`config.mk`:
```
export PLATFORM = sky130hd
export DESIGN_NAME = skew_feed_ctrl
export DESIGN_NICKNAME = d
export VERILOG_FILES = /design/src/rtl/skew_feed_ctrl.sv
export SDC_FILE = /design/constraint.sdc
export NUM_CORES = 1
export LEC_CHECK = 0
export ABC_AREA = 1
export CORE_AREA = 10 10 207 209
export DETAILED_ROUTE_END_ITERATION = 10
export DIE_AREA = 0 0 217 219
export SLEW_MARGIN = 20
export SYNTH_ARGS = -nofsm -noshare
export SYNTH_HDL_FRONTEND = slang
export SYNTH_SLANG_ARGS = --single-unit
```
`constraint.sdc`:
```
create_clock -name clk -period 4.1 [get_ports clk]
set_clock_uncertainty 0.1 [all_clocks]
set_input_delay 0.82 -clock clk [delete_from_list [all_inputs] [get_ports clk]]
set_output_delay 0.82 -clock clk [all_outputs]
set_load 0.02 [all_outputs]
```
`src/rtl/skew_feed_ctrl.sv`:
```
// skew_feed_ctrl: streams a tile of k_len buffer vectors into a systolic skew triangle,
// generating per-lane valids and a completion pulse once the array pipeline has drained.
module skew_feed_ctrl #(
    parameter int N         = 8,
    parameter int ADDR_W    = 8,
    parameter int LEN_W     = 16,
    parameter int ARRAY_LAT = 2
) (
    input  logic                clk,
    input  logic                rst,
    input  logic                start,
    input  logic [LEN_W-1:0]    k_len,
    input  logic [ADDR_W-1:0]   base_addr,
    output logic                rd_en,
    output logic [ADDR_W-1:0]   rd_addr,
    input  logic [32*N-1:0]     rd_data,
    output logic [32*N-1:0]     feed_data,
    output logic [N-1:0]        lane_valid,
    output logic                busy,
    output logic                done
);
    typedef enum logic [1:0] {IDLE, FETCH, DRAIN, DONE} state_t;

    localparam logic [LEN_W-1:0] DRAIN_LAST = LEN_W'(N + ARRAY_LAT - 1);

    state_t              state_q, state_d;
    logic [LEN_W-1:0]    cnt_q, cnt_d;
    logic [ADDR_W-1:0]   addr_q, addr_d;
    logic                feed_valid_q;
    logic [N-1:0]        lane_q;

    always_ff @(posedge clk or negedge rst) begin
        if (!rst) state_q <= IDLE;
        else      state_q <= state_d;
    end

    // cnt_q holds the latched k_len counting down in FETCH, then reloads as the drain timer
    always_comb begin
        state_d = state_q;
        cnt_d   = cnt_q;
        addr_d  = addr_q;
        case (state_q)
            IDLE: if (start) begin
                state_d = (k_len == '0) ? DONE : FETCH;
                if (k_len != '0) begin
                    cnt_d  = k_len;
                    addr_d = base_addr;
                end
            end
            FETCH: if (cnt_q == LEN_W'(1)) begin
                state_d = DRAIN;
                cnt_d   = DRAIN_LAST;
            end else begin
                cnt_d  = cnt_q - 1'b1;
                addr_d = addr_q + 1'b1;
            end
            DRAIN: if (cnt_q == '0) state_d = DONE;
                   else             cnt_d   = cnt_q - 1'b1;
            default: state_d = IDLE;
        endcase
    end

    always_comb begin
        rd_en      = (state_q == FETCH);
        busy       = (state_q != IDLE);
        done       = (state_q == DONE);
        rd_addr    = addr_q;
        feed_data  = feed_valid_q ? rd_data : '0;
        lane_valid = lane_q;
    end

    // lane chain is fed from rd_en so bit 0 lines up with feed_valid and keeps shifting in all states
    always_ff @(posedge clk or negedge rst) begin
        if (!rst) begin
            cnt_q        <= '0;
            addr_q       <= '0;
            feed_valid_q <= 1'b0;
            lane_q       <= '0;
        end else begin
            cnt_q        <= cnt_d;
            addr_q       <= addr_d;
            feed_valid_q <= rd_en;
            lane_q       <= {lane_q[N-2:0], rd_en};
        end
    end
endmodule

```
---- After elaboration in Yosys (flattened, before gate mapping) ----
Cells that the tools add are included.
word-level totals
  word-level logic and storage cells ...... 42
  output and inout bits ................... 275
  input port bits ......................... 283
  register bits ........................... 35
cells by class
  mux-type cells .......................... 15
  equality and inequality tests ........... 10
  add/sub/neg operators ................... 2
  reductions and logical operators ........ 10
operators by type and width
  cell                   count
  $mux 256               1
  $mux 16                4
  $pmux 16 s3            1
  $logic_not 16->1       2
  $mux 8                 3
  $eq 16x1->1 const B    1
  $pmux 8 s2             1
  $reduce_bool 16->1     1
  $sub 16x1->16 const B  1
  $ne 2x2->1 const B     5
  $add 8x1->8 const B    1
  $mux 2                 4
  $reduce_and 4->1       2
  $pmux 2 s3             1
  $eq 2x2->1 const B     2
  $reduce_bool 2->1      2
  $reduce_and 3->1       1
  $reduce_bool 3->1      1
  $eq 2x1->1 const B     1
  $logic_not 2->1        1
  $ne 2x1->1 const B     1

---- Logic depth before layout (Yosys ltp) ----
  depth in word-level cells ............... 4
  gate-level depth with buffers ........... 11
  gate-level depth less buffers ........... 11

---- Worst setup path before layout ----
OpenSTA, ideal clock, no wires.
  path kind ............................... reg2out
  start ................................... reg, netlist name lane_valid[0]
  end ..................................... out feed_data[215]
  buffers on the path ..................... 2
  cell stages (with the launch flop) ...... 5
  data required time ...................... 3.180 ns
  data arrival time ....................... 1.156 ns
  slack ................................... 2.024 ns
  cell sequence ........................... dfrtp_1 -> clkbuf_1 -> buf_1 -> nand2_1 -> inv_1
RTL lines
  what              line  RTL
  end: declaration  17    output logic [32*N-1:0] feed_data,

==> results.json <==
{
  "ctsRootBufferMaster": "clkbuf_16",
  "syn_inst": 901,
  "cp_data_required_time_ns": 3.18,
  "synth_cell_type_count": 31,
  "initial_core_util_pct": 11.5,
  "drtAntennaViolNets": 0,
  "port_buffers": 557,
  "clk_latency_ns": 0.28,
  "relSlewSlack_pct": 46.8,
  "routed.top_layer": "met4",
  "antenna_found_initial": 13,
  "hold_violations": 0,
  "synth_area_um2": 4440,
  "crit_path_cell_trace": "buf_4, nand2_1, inv_1, clkdlybuf4s50_1",
  "synth-adder-area-share_pct": 1.97,
  "drtPass1Iterations": 5,
  "clock_sink_count": 34,
  "syn-num-nets": 1191,
  "grtUsageTotal_pct": 14.5,
  "cts_tree": "done",
  "combPwrFrac_pct": 81.9,
  "startpoint_type": "flip-flop",
  "finalInstanceArea_um2": 10700,
  "wire_per_inst_um": 19.0,
  "setup_ws_ns": 0.636,
  "grt_overflow": 0,
  "pwr-share-seq_pct": 11.9,
  "seq_area_frac_synth_pct": 19.2,
  "clk_pin_slew_ns": 0.06,
  "drc_errors": 0,
  "cts_resized": 0,
  "dr_wl_met2_um": 19300,
  "yosys.area_share.simple_pct": 46.9,
  "synth-compound-area-share_pct": 2.37,
  "placed_cell_area_um2": 10600,
  "peakVddDrop_v": 0.000270,
  "power_density_nw_per_um2": 593,
  "final_layout_size_suffix_gt1_share_pct": 2.44,
  "min_period_ns": 3.46,
  "maxCapViolations": 0,
  "cts_max_level": 2,
  "slew_violations": 0,
  "grt_pass1_vias": 7097,
  "num_vias": 6983,
  "chipHeight_um": 219,
  "fin_util_pct": 27.9,
  "io_pins": 558,
  "outcome": "finished, final reports clean",
  "cts.path.max_buffers": 2,
  "wl_met3_um": 4700,
  "synthMuxAreaShare_pct": 0,
  "crit_arrival_ns": 2.54,
  "rsz0062_at_grt": "false",
  "end_kind": "output port",
  "synthXorXnorAreaFrac_pct": 1.58,
  "grt_pass1_wl_um": 50800,
  "core_um2": 38600,
  "nets": 1723,
  "num_rows": 72,
  "hp-class": "reg -> reg",
  "clkPwrFrac_pct": 6.2,
  "criticalPathCategory": "reg -> out",
  "drtIter0Drc": 460,
  "timing.fmax_ghz": 0.289,
  "cpMaxStageDelayCell": "dfrtp_4",
  "viasPerCell": 3.56,
  "wl_met1_um": 13000,
  "synth_top_family_by_area": "simple AND/OR/NAND/NOR gates",
  "crit_fanout": 45,
  "internal-power_w": 0.00291,
  "p_leak_nw": 6.11,
  "grt_max_degree": 121,
  "gp_congestion": 0.943,
  "fin_setup_tns_ns": 0,
  "routed_wl_um": 37400,
  "cts_setup_buffers": 0,
  "avgSynthCellArea_um2": 4.92,
  "cts_buffers": 5,
  "post-route-period-util_pct": 84.5,
  "post-place-ws_ns": 0.810,
  "dp_hpwl_um": 32800,
  "cts-hold-fix-buffers": 0,
  "p_sw_w": 0.00346,
  "worst_slew_pin_slew_ns": 0.798,
  "area_delta_synth_final_pct": 142,
  "synth_warnings": 0,
  "ys_ff_latch": 34,
  "dieArea_um2": 47500,
  "cpPeakStageDelay_ns": 0.70,
  "die_x_um": 217,
  "finalSetupViolations": 0,
  "netSwitchingFraction_pct": 54.4
}
worst paths after layout:
kind / startpoint / to / slack [ns] / depth (start not counted)
min in group asynchronous: rst / cnt_q[6] / 0.84 / 1
max in group asynchronous: rst / lane_valid[0] / 2.48 / 2
worst min-delay path: lane_valid[6] / lane_valid[7] / 0.28 / 0
worst max register to register: state_q[0] / cnt_q[9] / 1.73 / 7
worst min register to register: lane_valid[6] / lane_valid[7] / 0.28 / 0
worst max-delay path: lane_valid[0] / feed_data[169] / 0.64 / 4
power groups by stage:
stage	sequential [W]	clock [W]	combinational [W]
final	0.000758	0.000393	0.00522
after global routing	0.000795	0.000415	0.00570
after CTS	0.000764	0.000402	0.00531
after detailed placement	0.000768	0	0.00526
after global placement	0.000761	0	0.00525
after floorplan	0.000745	0	0.00275
metrics by stage:
step	hold WS, ns	cells	power [W]
global placement	0.261	1944	0.00601
CTS	0.280	1952	0.00647
floorplan	0.326	901	0.00350
detailed placement	0.267	1944	0.00603
finish	0.276	1962	0.00637
global route	0.295	1959	0.00691
layout by cell type, fill, tap and decap left out, drive strengths merged:
cell,netlist,layout
a21oi,3,3
a31oi,1,1
and2,1,1
buf,9,4
clkbuf,27,7
clkdlybuf4s50,0,557
clkinv,0,1
dfrtp,34,34
diode,0,10
ha,7,7
inv,289,289
nand2,392,392
nand3,34,34
nand4,8,8
nor2,76,76
o21ai,8,8
o21bai,3,3
or2,1,1
xnor2,1,1
xor2,7,7
registers in the layout (all words and copies together) (netlist names):
| signal | count |
|---|---|
| cnt_q | 16 |
| lane_valid | 8 |
| rd_addr | 8 |
| state_q | 2 |
synthesized netlist by cell type:
library cell | number | area share, %
nor2_2 | 4 | 0.56
buf_1 | 4 | 0.34
inv_2 | 3 | 0.25
nand3_4 | 2 | 0.79
nand3_2 | 1 | 0.23
o21ai_2 | 1 | 0.20
inv_1 | 286 | 24
nand4_1 | 8 | 1.1
o21bai_1 | 3 | 0.51
dfrtp_1 | 34 | 19
o21ai_0 | 6 | 0.68
a31oi_2 | 1 | 0.28
buf_6 | 2 | 0.51
nor2_1 | 70 | 5.9
clkbuf_1 | 27 | 2.3
buf_4 | 1 | 0.17
nand2_2 | 5 | 0.71
xor2_1 | 7 | 1.4
nor2_4 | 1 | 0.25
or2_2 | 1 | 0.14
nand2_4 | 2 | 0.51
nand3_1 | 31 | 3.5
a21oi_1 | 2 | 0.23
buf_2 | 2 | 0.23
ha_1 | 7 | 2.0
o21ai_1 | 1 | 0.11
and2_1 | 1 | 0.14
nand2_1 | 385 | 33
xnor2_1 | 1 | 0.20
nor2_8 | 1 | 0.45
a21oi_4 | 1 | 0.37
cell families (layout without fill, tap and decap cells):
group / Yosys count / count (layout)
buffers and inverters: 325 / 858
DFF: 34 / 34
xor gates and xnor gates: 8 / 8
other: 0 / 10
and+or+nand+nor: 512 / 512
AOI/OAI and AO/OA: 15 / 15
adders and majority gates: 7 / 7
cell type report:
class	count	area [um2]
fillers	4302	27800
repair buffers	561	5640
multi-input cells	542	2340
inverters	289	1080
flip-flops and latches	34	855
well taps	518	648
clock buffers	7	143
diodes	10	25.0
clock inverters	1	5.00
worst max-delay path, delay by kind of cell, from the launching register on:
| kind | cells | cell delay [ns] |
|---|---|---|
| and+or+nand+nor | 1 | 0.26 |
| DFF | 1 | 0.70 |
| buffers and inverters | 3 | 1.25 |
layer usage:
layer / track usage (%) / up-vias
met3: 7.50 / 19
met4: 3.36 / 0
met1: 15.0 / 3128
li1: - / 3539
met2: 25.6 / 297
met5: 0 / -
Power figures use the tool's default switching activity.
